<file path="src/rtl/obuf.sv">
// Output buffer for one switch port: a circular FIFO that queues packets for the downstream link,
// accepts a packet into a full FIFO only when the head leaves in the same cycle, and counts overflow drops.
module obuf #(
    parameter int PKTW  = 8,
    parameter int DEPTH = 4
) (
    input  logic                     clk,
    input  logic                     rst,
    input  logic [PKTW:0]            i,
    output logic [PKTW:0]            o,
    input  logic                     ordy,
    output logic                     full,
    output logic [$clog2(DEPTH):0]   cnt,
    output logic [7:0]               drop
);

    localparam int AW = $clog2(DEPTH);
    localparam int CW = AW + 1;
    localparam logic [CW-1:0] CNT_FULL = CW'(DEPTH);

    logic [PKTW-1:0] mem_q [DEPTH];

    logic [AW-1:0]   wr_ptr_q, wr_ptr_d;
    logic [AW-1:0]   rd_ptr_q, rd_ptr_d;
    logic [CW-1:0]   cnt_q, cnt_d;
    logic [7:0]      drop_q, drop_d;

    logic            in_vld;
    logic            not_empty;
    logic            is_full;
    logic            pop;
    logic            push;
    logic            ovf;

    assign in_vld    = i[PKTW];
    assign not_empty = (cnt_q != '0);
    assign is_full   = (cnt_q == CNT_FULL);

    // A full FIFO still accepts when the head drains in the same cycle.
    assign pop  = not_empty && ordy;
    assign push = in_vld && (!is_full || pop);
    assign ovf  = in_vld && !push;

    always_comb begin
        wr_ptr_d = wr_ptr_q;
        rd_ptr_d = rd_ptr_q;
        cnt_d    = cnt_q;
        drop_d   = drop_q;
        // DEPTH is a power of two, so pointer wrap is natural AW-bit overflow.
        if (push) wr_ptr_d = wr_ptr_q + AW'(1);
        if (pop)  rd_ptr_d = rd_ptr_q + AW'(1);
        case ({push, pop})
            2'b10:   cnt_d = cnt_q + CW'(1);
            2'b01:   cnt_d = cnt_q - CW'(1);
            default: cnt_d = cnt_q;
        endcase
        if (ovf && (drop_q != 8'hFF)) drop_d = drop_q + 8'd1;
    end

    always_ff @(posedge clk or negedge rst) begin
        if (!rst) begin
            wr_ptr_q <= '0;
            rd_ptr_q <= '0;
            cnt_q    <= '0;
            drop_q   <= '0;
        end else begin
            wr_ptr_q <= wr_ptr_d;
            rd_ptr_q <= rd_ptr_d;
            cnt_q    <= cnt_d;
            drop_q   <= drop_d;
        end
    end

    // Payload storage carries no reset; occupancy alone decides what is valid.
    always_ff @(posedge clk) begin
        if (push) mem_q[wr_ptr_q] <= i[PKTW-1:0];
    end

    always_comb begin
        o = '0;
        if (not_empty) o = {1'b1, mem_q[rd_ptr_q]};
    end

    assign full = is_full;
    assign cnt  = cnt_q;
    assign drop = drop_q;

endmodule

</file>
<file path="config.mk">
export PLATFORM = sky130hd
export DESIGN_NAME = obuf
export DESIGN_NICKNAME = d
export VERILOG_FILES = /design/src/rtl/obuf.sv
export SDC_FILE = /design/constraint.sdc
export NUM_CORES = 1
export LEC_CHECK = 0
export BUFFER_PORTS_ARGS = -buffer_cell sky130_fd_sc_hd__buf_2
export CAP_MARGIN = 20
export CORE_MARGIN = 2
export CORE_UTILIZATION = 58
export CTS_BUF_LIST = sky130_fd_sc_hd__clkbuf_4
export CTS_CLUSTER_SIZE = 10
export DETAILED_ROUTE_END_ITERATION = 10
export GPL_ROUTABILITY_DRIVEN = 0
export PLACE_DENSITY = 0.81
export RECOVER_POWER = 25
export SLEW_MARGIN = 20
export SYNTH_ARGS = -nofsm -noshare
export SYNTH_HDL_FRONTEND = slang
export SYNTH_SLANG_ARGS = --single-unit
</file>
<file path="constraint.sdc">
create_clock -name clk -period 2.77 [get_ports clk]
set_input_delay 0.277 -clock clk [delete_from_list [all_inputs] [get_ports clk]]
set_output_delay 0.277 -clock clk [all_outputs]
set_load 0.1 [all_outputs]
</file>
* After elaboration in Yosys (flattened, before gate mapping) *
Memories as Yosys holds them, arrays and structs flattened.
Cells that the tools add are included.

storage, ports and cells
  RAM bits = 32
  memories kept = 1
  bits in registers = 15
  word-level logic and storage cells = 27
  input port bits = 12
  output and inout port bits = 21

operators by class
  add/sub/neg operators = 5
  eq/ne operators = 4
  reductions and logical operators = 9
  mux-type cells = 4

memories
  memory  words  width  read ports  clocked after Yosys merged registers in  write ports  RTL line  text
  mem_q   4      8      1           0                                        1            21        logic [PKTW-1:0] mem_q [DEPTH];

operators by type and width
  cell                   number
  $mux W9                1
  $add A8 B1 Y8 const B  1
  $ne A8 B8 Y1 const B   1
  $pmux W3 S2            1
  $add A2 B1 Y2 const B  2
  $logic_and A1 B1 Y1    4
  $add A3 B1 Y3 const B  1
  $eq A3 B3 Y1 const B   1
  $reduce_bool A3 Y1     1
  $sub A3 B1 Y3 const B  1
  $eq A2 B1 Y1 const B   1
  $eq A2 B2 Y1 const B   1
  $logic_not A1 Y1       2
  $mux W1                2
  $reduce_bool A2 Y1     1
  $logic_or A1 B1 Y1     1

* Logic depth before layout (Yosys ltp) *
  depth after elaboration = 7
  depth in mapped cells = 8
  mapped depth without buffers = 6

* Worst setup path before layout *
Ideal clock, no wire load.

  path kind = register to register
  start = reg cnt_q[2] (netlist: cnt[2])
  end = reg cnt_q[2] (netlist: cnt[2])
  path slack = -0.213 ns
  stages on the path, launching flop included = 8
  required time = 2.644 ns
  data arrival time = 2.856 ns
  setup time = 0.126 ns
  period minus slack after synthesis = 2.983 ns
  cell sequence = dfrtp_1 buf_2 or3_1 clkbuf_1 nand3b_1 fa_1 or3b_2 a311o_1

on the way
  word-level cells in the longest chain between the ends = 6
  elaborated cells on any way between the ends = 12
  classes of those cells = add/sub: 2; eq/ne: 3; mux: 1; reduce/logical: 6

ends and longest elaborated chain
  element                                                   RTL line  text
  start, declared                                           25        logic [CW-1:0] cnt_q, cnt_d;
  start signal, assigned                                    69        cnt_q <= cnt_d;
  $reduce_bool A3 Y1 (*)                                    36        assign not_empty = (cnt_q != '0);
  named net not_empty                                       29        logic not_empty;
  $logic_and A1 B1 Y1 (*)                                   40        assign pop = not_empty && ordy;
  $logic_or A1 B1 Y1                                        41        assign push = in_vld && (!is_full || pop);
  $logic_and A1 B1 Y1                                       41
  $eq A2 B1 Y1 / $eq A2 B2 Y1 (equally long branches)       52        case ({push, pop})
  $pmux W3 S2 / $reduce_bool A2 Y1 (equally long branches)  -

The timed path passes the listed nets; every way through them passes the cells marked *.
A chain may end at the register's enable or synchronous reset.

* Worst setup path in the final report *
  start = reg rd_ptr_q[0]
  end = out o[1]

on the way
  word-level cells in the longest chain between the ends = 2

ends and longest elaborated chain
  element                 RTL line  text
  start, declared         24        logic [AW-1:0] rd_ptr_q, rd_ptr_d;
  start signal, assigned  68        rd_ptr_q <= rd_ptr_d;
  $mem_v2 Z4 W8           -
  $mux W9                 81        if (not_empty) o = {1'b1, mem_q[rd_ptr_q]};
  end, declared           10        output logic [PKTW:0] o,

No other way between the ends.

==> results.sh <==
export IMPL_via_count=1327
export IMPL_n_antenna_cell=0
export IMPL_clk_path_buf_depth=2
export IMPL_rows=22
export IMPL_avgSynthCellArea_um2=14.61
export IMPL_track_usage=0.1916
export IMPL_syn_to_final_growth_pct=9.926
export IMPL_drc=0
export IMPL_async_flop_share=0.3191
export IMPL_portBuffers=32
export IMPL_crit_type="register to primary output"
export IMPL_dpl_cell_area_um2=2362
export IMPL_synth_common_cells="edfxtp_1 (32), dfrtp_1 (15), and2_1 (8), mux4_2 (8), inv_1 (7)"
export IMPL_finalNonFillerCells=228
export IMPL_clk_latency_ns=0.36
export IMPL_start_kind="register"
export IMPL_ys_warn_count=0
export IMPL_cts_made_buffers=5
export IMPL_worstPathMaxFanout=10
export IMPL_tns_ns=0
export IMPL_fin_nets=197
export IMPL_maxCapViolations=0
export IMPL_yosysTopAreaCellShare=0.4356
export IMPL_routed_wl_um=3714
export IMPL_met1_usage=0.2388
export IMPL_place_ws_ns=0.4333
export IMPL_period_needed_ns=2.423
export IMPL_synth_area_um2=2206
export IMPL_max_freq_mhz=412.6
export IMPL_die_y_um=65.67
export IMPL_die_area_um2=4313
export IMPL_htreeDepth=2
export IMPL_seq_area_um2=1340
export IMPL_overflow=0
export IMPL_yosysTopAreaCell="edfxtp_1"
export IMPL_min_path_type="input pin to register"
export IMPL_setup_ws_ns=0.3465
export IMPL_placedCellCount=219
export IMPL_status="completed"
export IMPL_ioPinCount=33
export IMPL_die_w_um=65.67
export IMPL_clkTransAtPathRegs_ns=0.14
export IMPL_grt_pass1_wl_um=6120
export IMPL_antenna_found_initial=0
export IMPL_grt_max_degree=21
export IMPL_syn_nets=169
export IMPL_dr_pass1_iters=4
export IMPL_final_hold_viol_count=0
export IMPL_ctsResizeCount=0
export IMPL_core_area_um2=3661
export IMPL_antenna_left=0
export IMPL_drive_above_1_share=0.2944
export IMPL_min_period_over_period=0.8749
export IMPL_top_usage_layer="met2"
export IMPL_synth_most_common_cell="edfxtp_1"
export IMPL_tightestPinTransition_ns=0.5878
export IMPL_wl_per_cell_um=16.29
export IMPL_synth_edff_count=32
export IMPL_fill_cells=261
export IMPL_clock_skew_ns=0.01243
export IMPL_synth_distinct_cells=45
export IMPL_multiInputGateArea_um2=775.7
export IMPL_ys_seq_elements=47
export IMPL_synth_top_flop_cell="edfxtp_1"
export IMPL_crit_arrival_ns=2.15
export IMPL_drv_slew=0
export IMPL_start_util=0.6025
export IMPL_cts_root_buf="clkbuf_4"
export IMPL_grt_use_met3=0.03425
export IMPL_cts_tree="yes"
export IMPL_hpwl_um=2666
export IMPL_critPathCaptureType="primary output"
export IMPL_ys_seq_area_frac=0.6058
export IMPL_netlist_instances=151
export IMPL_viasPerCell=5.820
export IMPL_slew_limit_headroom=0.6081
export IMPL_ys_top_cells_by_area="edfxtp_1 (44%), dfrtp_1 (17%), mux4_2 (8.2%)"
export IMPL_fin_area_um2=2425
export IMPL_grt_setup_unrepaired="false"
export IMPL_worstPathRequired_ns=2.49
export IMPL_clock_sinks=47
export IMPL_dr_first_iter_drc_count=93
export IMPL_setup_violations=0
export IMPL_grt_pass1_vias=1290
export IMPL_met2_usage=0.3346
[sequential cells by signal (all words and copies together), names as in the netlist]
| register | count |
|---|---|
| wr_ptr_q | 2 |
| rd_ptr_q | 2 |
| mem_q | 32 |
| cnt | 3 |
| drop | 8 |
[layer usage]
metal / vias to the layer above / share of wire
met5: - / 0
met4: 0 / 0.013
met3: 7 / 0.049
met2: 39 / 0.52
met1: 655 / 0.42
li1: 626 / -
[cell type report]
type	instances	share of cell area
sequential	47	0.5526
multi-input combinational	85	0.3199
timing repair buffer	33	0.06656
tap	48	0.02477
clock buffer	5	0.01548
inverter	7	0.01084
clock inverter	3	0.009804
[path summary, 6_finish.rpt]
check | to | slack [ns] | start | cells past startpoint
worst max-delay path | o[1] | 0.35 | rd_ptr_q[0]$_DFFE_PN0P_ | 3
worst min-delay path | mem_q[3][7]$_DFFE_PP_ | 0.14 | i[7] | 1
worst max register to register | cnt[2]$_DFFE_PN0P_ | 0.45 | cnt[1]$_DFFE_PN0P_ | 5
worst min register to register | drop[0]$_DFFE_PN0P_ | 0.56 | drop[0]$_DFFE_PN0P_ | 1
max in group asynchronous | cnt[0]$_DFFE_PN0P_ | 2.18 | rst | 2
min in group asynchronous | drop[3]$_DFFE_PN0P_ | 0.33 | rst | 2
[placed cells by master, fill, tap and decap left out, types with 2 or more instances in the layout]
cell	synthesis	layout
a211oi_1	2	2
and2_1	8	8
and3_1	5	5
buf_2	3	25
clkbuf_1	6	7
clkbuf_4	0	5
clkinvlp_4	0	2
dfrtp_1	15	12
dfrtp_2	0	3
edfxtp_1	32	32
ha_1	5	5
inv_1	7	7
mux2_2	3	3
mux4_2	8	8
nand2_1	5	5
nand3_1	5	5
nand3b_1	2	2
nand4_1	2	2
nor3_1	2	2
nor4b_1	2	2
o2111ai_1	2	2
o21ai_0	4	4
o21bai_1	2	2
xnor2_1	5	5
xor2_1	2	2
[timing repair]
item | in CTS | in global routing
hold buffers | 1 | 0
setup buffers | 0 | 0
endpoints found under the hold margin | 15 | 0
[worst max-delay path, cell delays in order (launching register included)]
cell and delay (ns):
dfrtp_1 0.74, mux4_2 0.59, and2_1 0.17, buf_2 0.28
[cells by family after synthesis]
kind of cell	share of synthesized area
compound gates	0.05332
xor+xnor	0.02779
fa+ha+maj	0.03744
buf+inv	0.04254
flops	0.6058
mux	0.1015
simple gates	0.1316
[through the flow]
step | hold WS, ns | utilization
floorplan | -0.01859 | -
global placement | 0.1906 | 0.6452
detailed placement | 0.2001 | 0.6452
CTS | 0.1126 | 0.6647
global route | 0.1354 | 0.6623
finish | 0.1428 | 0.6623
Power is left out: the tool's default activity adds up to more than one toggle a clock period on the data nets, which glitch-free logic cannot reach.
